<file path="config.mk">
export PLATFORM = sky130hd
export DESIGN_NAME = uart_rx
export DESIGN_NICKNAME = d
export VERILOG_FILES = /design/src/rtl/uart_rx.sv
export SDC_FILE = /design/constraint.sdc
export NUM_CORES = 1
export LEC_CHECK = 0
export CORE_ASPECT_RATIO = 1.75
export CORE_MARGIN = 8
export CORE_UTILIZATION = 45
export DETAILED_ROUTE_END_ITERATION = 8
export PLACE_DENSITY = 0.75
export SETUP_SLACK_MARGIN = 0.1
export SLEW_MARGIN = 25
export SYNTH_ARGS = -nofsm -noshare
export SYNTH_HDL_FRONTEND = slang
export SYNTH_SLANG_ARGS = --single-unit
export TNS_END_PERCENT = 20
</file>
<file path="constraint.sdc">
create_clock -name clk -period 3.56 [get_ports clk]
set_input_delay 0.534 -clock clk [delete_from_list [all_inputs] [get_ports clk]]
set_output_delay 0.534 -clock clk [all_outputs]
set_load 0.02 [all_outputs]
</file>
<file path="src/rtl/uart_rx.sv">
// ---------------------------------------------------------------------------
// uart_rx -- 8N1 serial receiver with 16x oversampling.
//
// Receives idle-high, start-0, 8 data bits LSB first, stop-1 frames from the
// pad/loopback wire. Each received byte is handed over on a valid/ready
// handshake. Framing errors and overruns are flagged.
//
// Parameters
//   TICK_DIV  clk cycles per oversample tick (>= 2)
//   OS_RATE   oversample ticks per bit; fixed at 16, do not override
//
// Ports
//   clk        in   system clock
//   reset      in   asynchronous, active-low reset
//   rx_in      in   asynchronous serial line, idle high
//   rx_data    out  received byte, stable while rx_valid=1
//   rx_valid   out  byte available; held until accepted
//   rx_ready   in   consumer accepts when rx_valid & rx_ready at posedge clk
//   frame_err  out  one-clk pulse: stop bit sampled 0, byte dropped
//   overrun    out  sticky: a byte completed while rx_valid=1, byte lost
// ---------------------------------------------------------------------------
module uart_rx #(
  parameter int TICK_DIV = 326,
  parameter int OS_RATE  = 16
) (
  input  logic       clk,
  input  logic       reset,
  input  logic       rx_in,
  output logic [7:0] rx_data,
  output logic       rx_valid,
  input  logic       rx_ready,
  output logic       frame_err,
  output logic       overrun
);

  localparam int PW = (TICK_DIV > 1) ? $clog2(TICK_DIV) : 1;
  localparam logic [PW-1:0] PRESC_LAST     = PW'(TICK_DIV - 1);
  // Start bit is checked half a bit in; data/stop bits a full bit later.
  localparam logic [3:0]    TICK_MID_START = 4'(OS_RATE / 2 - 1);
  localparam logic [3:0]    TICK_MID_BIT   = 4'(OS_RATE - 1);

  localparam logic [1:0] S_IDLE  = 2'd0;
  localparam logic [1:0] S_START = 2'd1;
  localparam logic [1:0] S_DATA  = 2'd2;
  localparam logic [1:0] S_STOP  = 2'd3;

  logic          rx_meta_reg;
  logic          rx_s_reg;
  logic          armed_reg,     armed_next;
  logic [1:0]    state_reg,     state_next;
  logic [PW-1:0] presc_reg,     presc_next;
  logic [3:0]    tick_cnt_reg,  tick_cnt_next;
  logic [3:0]    bit_cnt_reg,   bit_cnt_next;
  logic [7:0]    shreg_reg,     shreg_next;
  logic [7:0]    rx_data_reg,   rx_data_next;
  logic          rx_valid_reg,  rx_valid_next;
  logic          frame_err_reg, frame_err_next;
  logic          overrun_reg,   overrun_next;

  logic tick;
  logic accept;

  // The prescaler is held at 0 in IDLE, so no tick can fire there.
  assign tick   = (state_reg != S_IDLE) && (presc_reg == PRESC_LAST);
  assign accept = rx_valid_reg & rx_ready;

  always_comb begin
    armed_next     = armed_reg;
    state_next     = state_reg;
    presc_next     = presc_reg;
    tick_cnt_next  = tick_cnt_reg;
    bit_cnt_next   = bit_cnt_reg;
    shreg_next     = shreg_reg;
    rx_data_next   = rx_data_reg;
    rx_valid_next  = rx_valid_reg;
    frame_err_next = 1'b0;
    overrun_next   = overrun_reg;

    // Prescaler: aligned to the start edge by holding it at 0 while idle.
    if (state_reg == S_IDLE) begin
      presc_next = '0;
    end else if (tick) begin
      presc_next = '0;
    end else begin
      presc_next = presc_reg + 1'b1;
    end

    if (tick) begin
      tick_cnt_next = tick_cnt_reg + 4'd1;
    end

    if (accept) begin
      rx_valid_next = 1'b0;
      overrun_next  = 1'b0;
    end

    case (state_reg)
      S_IDLE: begin
        if (rx_s_reg) begin
          armed_next = 1'b1;
        end
        if (armed_reg && !rx_s_reg) begin
          state_next = S_START;
        end
      end

      S_START: begin
        if (tick && tick_cnt_reg == TICK_MID_START) begin
          if (rx_s_reg) begin
            state_next = S_IDLE;          // false start / glitch
          end else begin
            state_next   = S_DATA;
            bit_cnt_next = 4'd0;
          end
        end
      end

      S_DATA: begin
        if (tick && tick_cnt_reg == TICK_MID_BIT) begin
          shreg_next   = {rx_s_reg, shreg_reg[7:1]};
          bit_cnt_next = bit_cnt_reg + 4'd1;
          if (bit_cnt_reg == 4'd7) begin
            state_next = S_STOP;
          end
        end
      end

      default: begin  // S_STOP
        if (tick && tick_cnt_reg == TICK_MID_BIT) begin
          if (rx_s_reg) begin
            // A same-cycle accept frees the holding register, so load wins.
            if (!rx_valid_reg || accept) begin
              rx_data_next  = shreg_reg;
              rx_valid_next = 1'b1;
            end else begin
              overrun_next = 1'b1;
            end
          end else begin
            frame_err_next = 1'b1;
            armed_next     = 1'b0;        // break: wait for line to go high
          end
          // Leaving at mid stop bit leaves time to catch a back-to-back start.
          state_next = S_IDLE;
        end
      end
    endcase

    if (state_next != state_reg) begin
      tick_cnt_next = 4'd0;
    end
  end

  always_ff @(posedge clk or negedge reset) begin
    if (!reset) begin
      rx_meta_reg   <= 1'b1;
      rx_s_reg      <= 1'b1;
      armed_reg     <= 1'b1;
      state_reg     <= S_IDLE;
      presc_reg     <= '0;
      tick_cnt_reg  <= 4'd0;
      bit_cnt_reg   <= 4'd0;
      shreg_reg     <= 8'd0;
      rx_data_reg   <= 8'd0;
      rx_valid_reg  <= 1'b0;
      frame_err_reg <= 1'b0;
      overrun_reg   <= 1'b0;
    end else begin
      rx_meta_reg   <= rx_in;
      rx_s_reg      <= rx_meta_reg;
      armed_reg     <= armed_next;
      state_reg     <= state_next;
      presc_reg     <= presc_next;
      tick_cnt_reg  <= tick_cnt_next;
      bit_cnt_reg   <= bit_cnt_next;
      shreg_reg     <= shreg_next;
      rx_data_reg   <= rx_data_next;
      rx_valid_reg  <= rx_valid_next;
      frame_err_reg <= frame_err_next;
      overrun_reg   <= overrun_next;
    end
  end

  assign rx_data   = rx_data_reg;
  assign rx_valid  = rx_valid_reg;
  assign frame_err = frame_err_reg;
  assign overrun   = overrun_reg;

endmodule

</file>
==> results_dict.tcl <==
set metrics [dict create \
    skew_ns 0.00235 \
    io_pins 15 \
    cts_buffer_depth 2 \
    core_area_um2 4360 \
    crit_chain "inv_1 -> ha_1 -> nand4bb_1 -> nor4_1 -> nand3_1 -> mux2_2" \
    die_h_um 105 \
    hold_path_class "in -> async" \
    critPathMaxStageDelay_ns 0.48 \
    relSlewSlack_pct 40.6 \
    syn_area_um2 2010 \
    drtIter0Drc 54 \
    wirelength_mm 3.82 \
    postCtsSetupBuffers 0 \
    ys_ff_latch 41 \
    cp.arrival_ns 2.94 \
    synth_ff_type "dfrtp_1" \
    ctsResizeCount 0 \
    initial_utilization_pct 46.2 \
    yosys.cell_types.count 47 \
    leakage_nw 1.02 \
    post-route-util_pct 52.1 \
    dr.pass1.iters 4 \
    cts_sinks 41 \
    gp_congestion 0.918 \
    yosys.area_share.simple_pct 19.1 \
    rsz0062_at_grt "no" \
    period_minus_slack_ns 2.76 \
    total_power_mw 1.04 \
    max-cap-violations 0 \
    cts_tree "built" \
    irDropWorstVdd_mv 0.254 \
    end_kind "register" \
    muxShareOfSynthArea_pct 9.94 \
    tns_ns 0 \
    synth_top_family_by_area "simple AND/OR/NAND/NOR gates" \
    finalHoldViolations 0 \
    drv_slew 0 \
    synth_compound_area_share_pct 6.83 \
    largest_reg_flops 9 \
    crit_fanout 10 \
    yosysSeqAreaShare_pct 51.1 \
    synth-xor-area-share_pct 5.22 \
    grt_pass1_wl_mm 6.60 \
    overflow 0 \
    design_area_um2 2270 \
    crit_type "reg -> reg" \
    via_count 1338 \
    outcome "completed" \
    clock_latency_ns 0.29 \
    powerDensity_nw_per_um2 456 \
    route.detailed.drc 0 \
    clock_tree.root_cell "clkbuf_8" \
    grt_max_degree 42 \
    syn_avg_cell_area_um2 11.8 \
    startpoint_type "register" \
    antenna_cells 0 \
    cts_made_buffers 5 \
    setup_viol 0 \
    max_freq_mhz 362 \
    syn-num-nets 182 \
    wl_per_cell_um 16.1 \
    dpl.hpwl_mm 2.84 \
    cts.reportedPaths.clkPinSlew_ns 0.08 \
    yosysWarnings 0 \
    die_x_um 66.6 \
    synthCells 170 \
    io_buffers 14 \
    rows 32 \
    min_period_over_period_pct 77.6 \
    antenna_found_initial 0 \
    nNetsFinal 198 \
    layout-drive-gt1-share_pct 21.4 \
    h-tree-depth 2 \
    grt_usage_pct 12.0 \
    synth-edff-count 0 \
    antenna_left 0 \
    ctsHoldBuffers 0 \
    synth_fa_ha_area_share_pct 4.97 \
    place_area_um2 2190 \
    slowest_stage "dfrtp_1" \
    worst_slew_pin_slew_ns 0.891 \
    async_flop_share_pct 100 \
    hold_slack_ns 0.357 \
    die-area_um2 6960 \
    area_growth_pct 12.8 \
    grt_pass1_vias 1410 \
    worstPathRequired_ns 3.74 \
    routed_via_density 5.62 \
]
==> metrics by stage <==
| stage | setup slack (ns) | instances |
|---|---|---|
| 6_report | 0.797 | 238 |
| 5_1_grt | 0.599 | 238 |
| 2_1_floorplan | 1.09 | 170 |
| 4_1_cts | 0.808 | 238 |
| 3_3_place_gp | 0.824 | 230 |
| 3_5_place_dp | 0.825 | 230 |
==> worst paths after layout <==
path | from | endpoint | slack [ns] | depth (start not counted)
min | reset | state_reg[1] | 0.36 | 1
max | state_reg[1] | rx_data[2] | 0.80 | 6
max in group asynchronous | reset | rx_data[5] | 2.64 | 1
max reg2reg | state_reg[1] | rx_data[2] | 0.80 | 6
min reg2reg | rx_meta_reg | rx_s_reg | 0.36 | 0
min in group clk | rx_meta_reg | rx_s_reg | 0.36 | 0
==> area by class of cell <==
class                           count  area (µm²)
Multi-Input combinational cell    116         927
Sequential cell                    41        1030
Clock inverter                      3        17.5
Fill cell                         382        2090
Inverter                            8        30.0
Timing Repair Buffer               14         135
Tap cell                           51        63.8
Clock buffer                        5        68.8
==> per-layer routing <==
layer  global-route usage [%]  part of all wire (%)  up-vias
met2                     20.8                    55       29
met4                     7.83                   2.7        0
met5                        0                     0        -
met1                     12.1                    39      660
met3                     2.70                   3.7       11
li1                         -                     -      638
==> worst max-delay path, delay by kind of cell (launching register included) <==
family                   cells  cell delay (ns)
buffers and inverters        1             0.11
AND/OR/NAND/NOR              3             1.33
flip-flops                   1             0.48
adder cells (fa/ha/maj)      1             0.31
multiplexers                 1             0.41
==> cell usage after synthesis (all sizes together), types with 2 or more instances <==
| cell | count | area [µm²] |
|---|---|---|
| a211oi | 2 | 15.0 |
| a21oi | 4 | 20.0 |
| and2 | 2 | 12.5 |
| buf | 3 | 20.0 |
| clkbuf | 2 | 7.51 |
| dfrtp | 38 | 951 |
| dfstp | 3 | 78.8 |
| ha | 8 | 100 |
| inv | 8 | 30.0 |
| mux2 | 16 | 180 |
| mux2i | 2 | 20.0 |
| nand2 | 4 | 15.0 |
| nand2b | 2 | 12.5 |
| nand3 | 6 | 30.0 |
| nand3b | 4 | 30.0 |
| nand4 | 5 | 31.3 |
| nor2 | 14 | 52.6 |
| nor3 | 8 | 67.6 |
| nor4 | 3 | 33.8 |
| o21ai | 4 | 20.0 |
| xnor2 | 5 | 43.8 |
| xor2 | 7 | 61.3 |
==> power by group <==
group          internal [mW]  switching [mW]
Combinational         0.0790           0.129
Clock                  0.135           0.161
Sequential             0.498          0.0352
==> cell families after synthesis <==
group	count (synthesis)
muxes	18
AOI/OAI and AO/OA	19
and+or+nand+nor	59
DFF	41
xor gates and xnor gates	12
buffers and inverters	13
adders and majority gates	8
==> cells in the final DEF (no fill, tap or decap), drive strengths merged, types with 3 or more instances in the layout <==
| master | n |
|---|---|
| mux2 | 16 |
| nor4 | 3 |
| nand4 | 5 |
| clkbuf | 5 |
| nand3b | 4 |
| dfrtp | 38 |
| nand3 | 6 |
| xor2 | 7 |
| o21ai | 4 |
| a21oi | 4 |
| nor3 | 8 |
| inv | 8 |
| nand2 | 4 |
| nor2 | 14 |
| dfstp | 3 |
| clkdlybuf4s50 | 13 |
| ha | 8 |
| xnor2 | 5 |
Power figures use the tool's default switching activity.
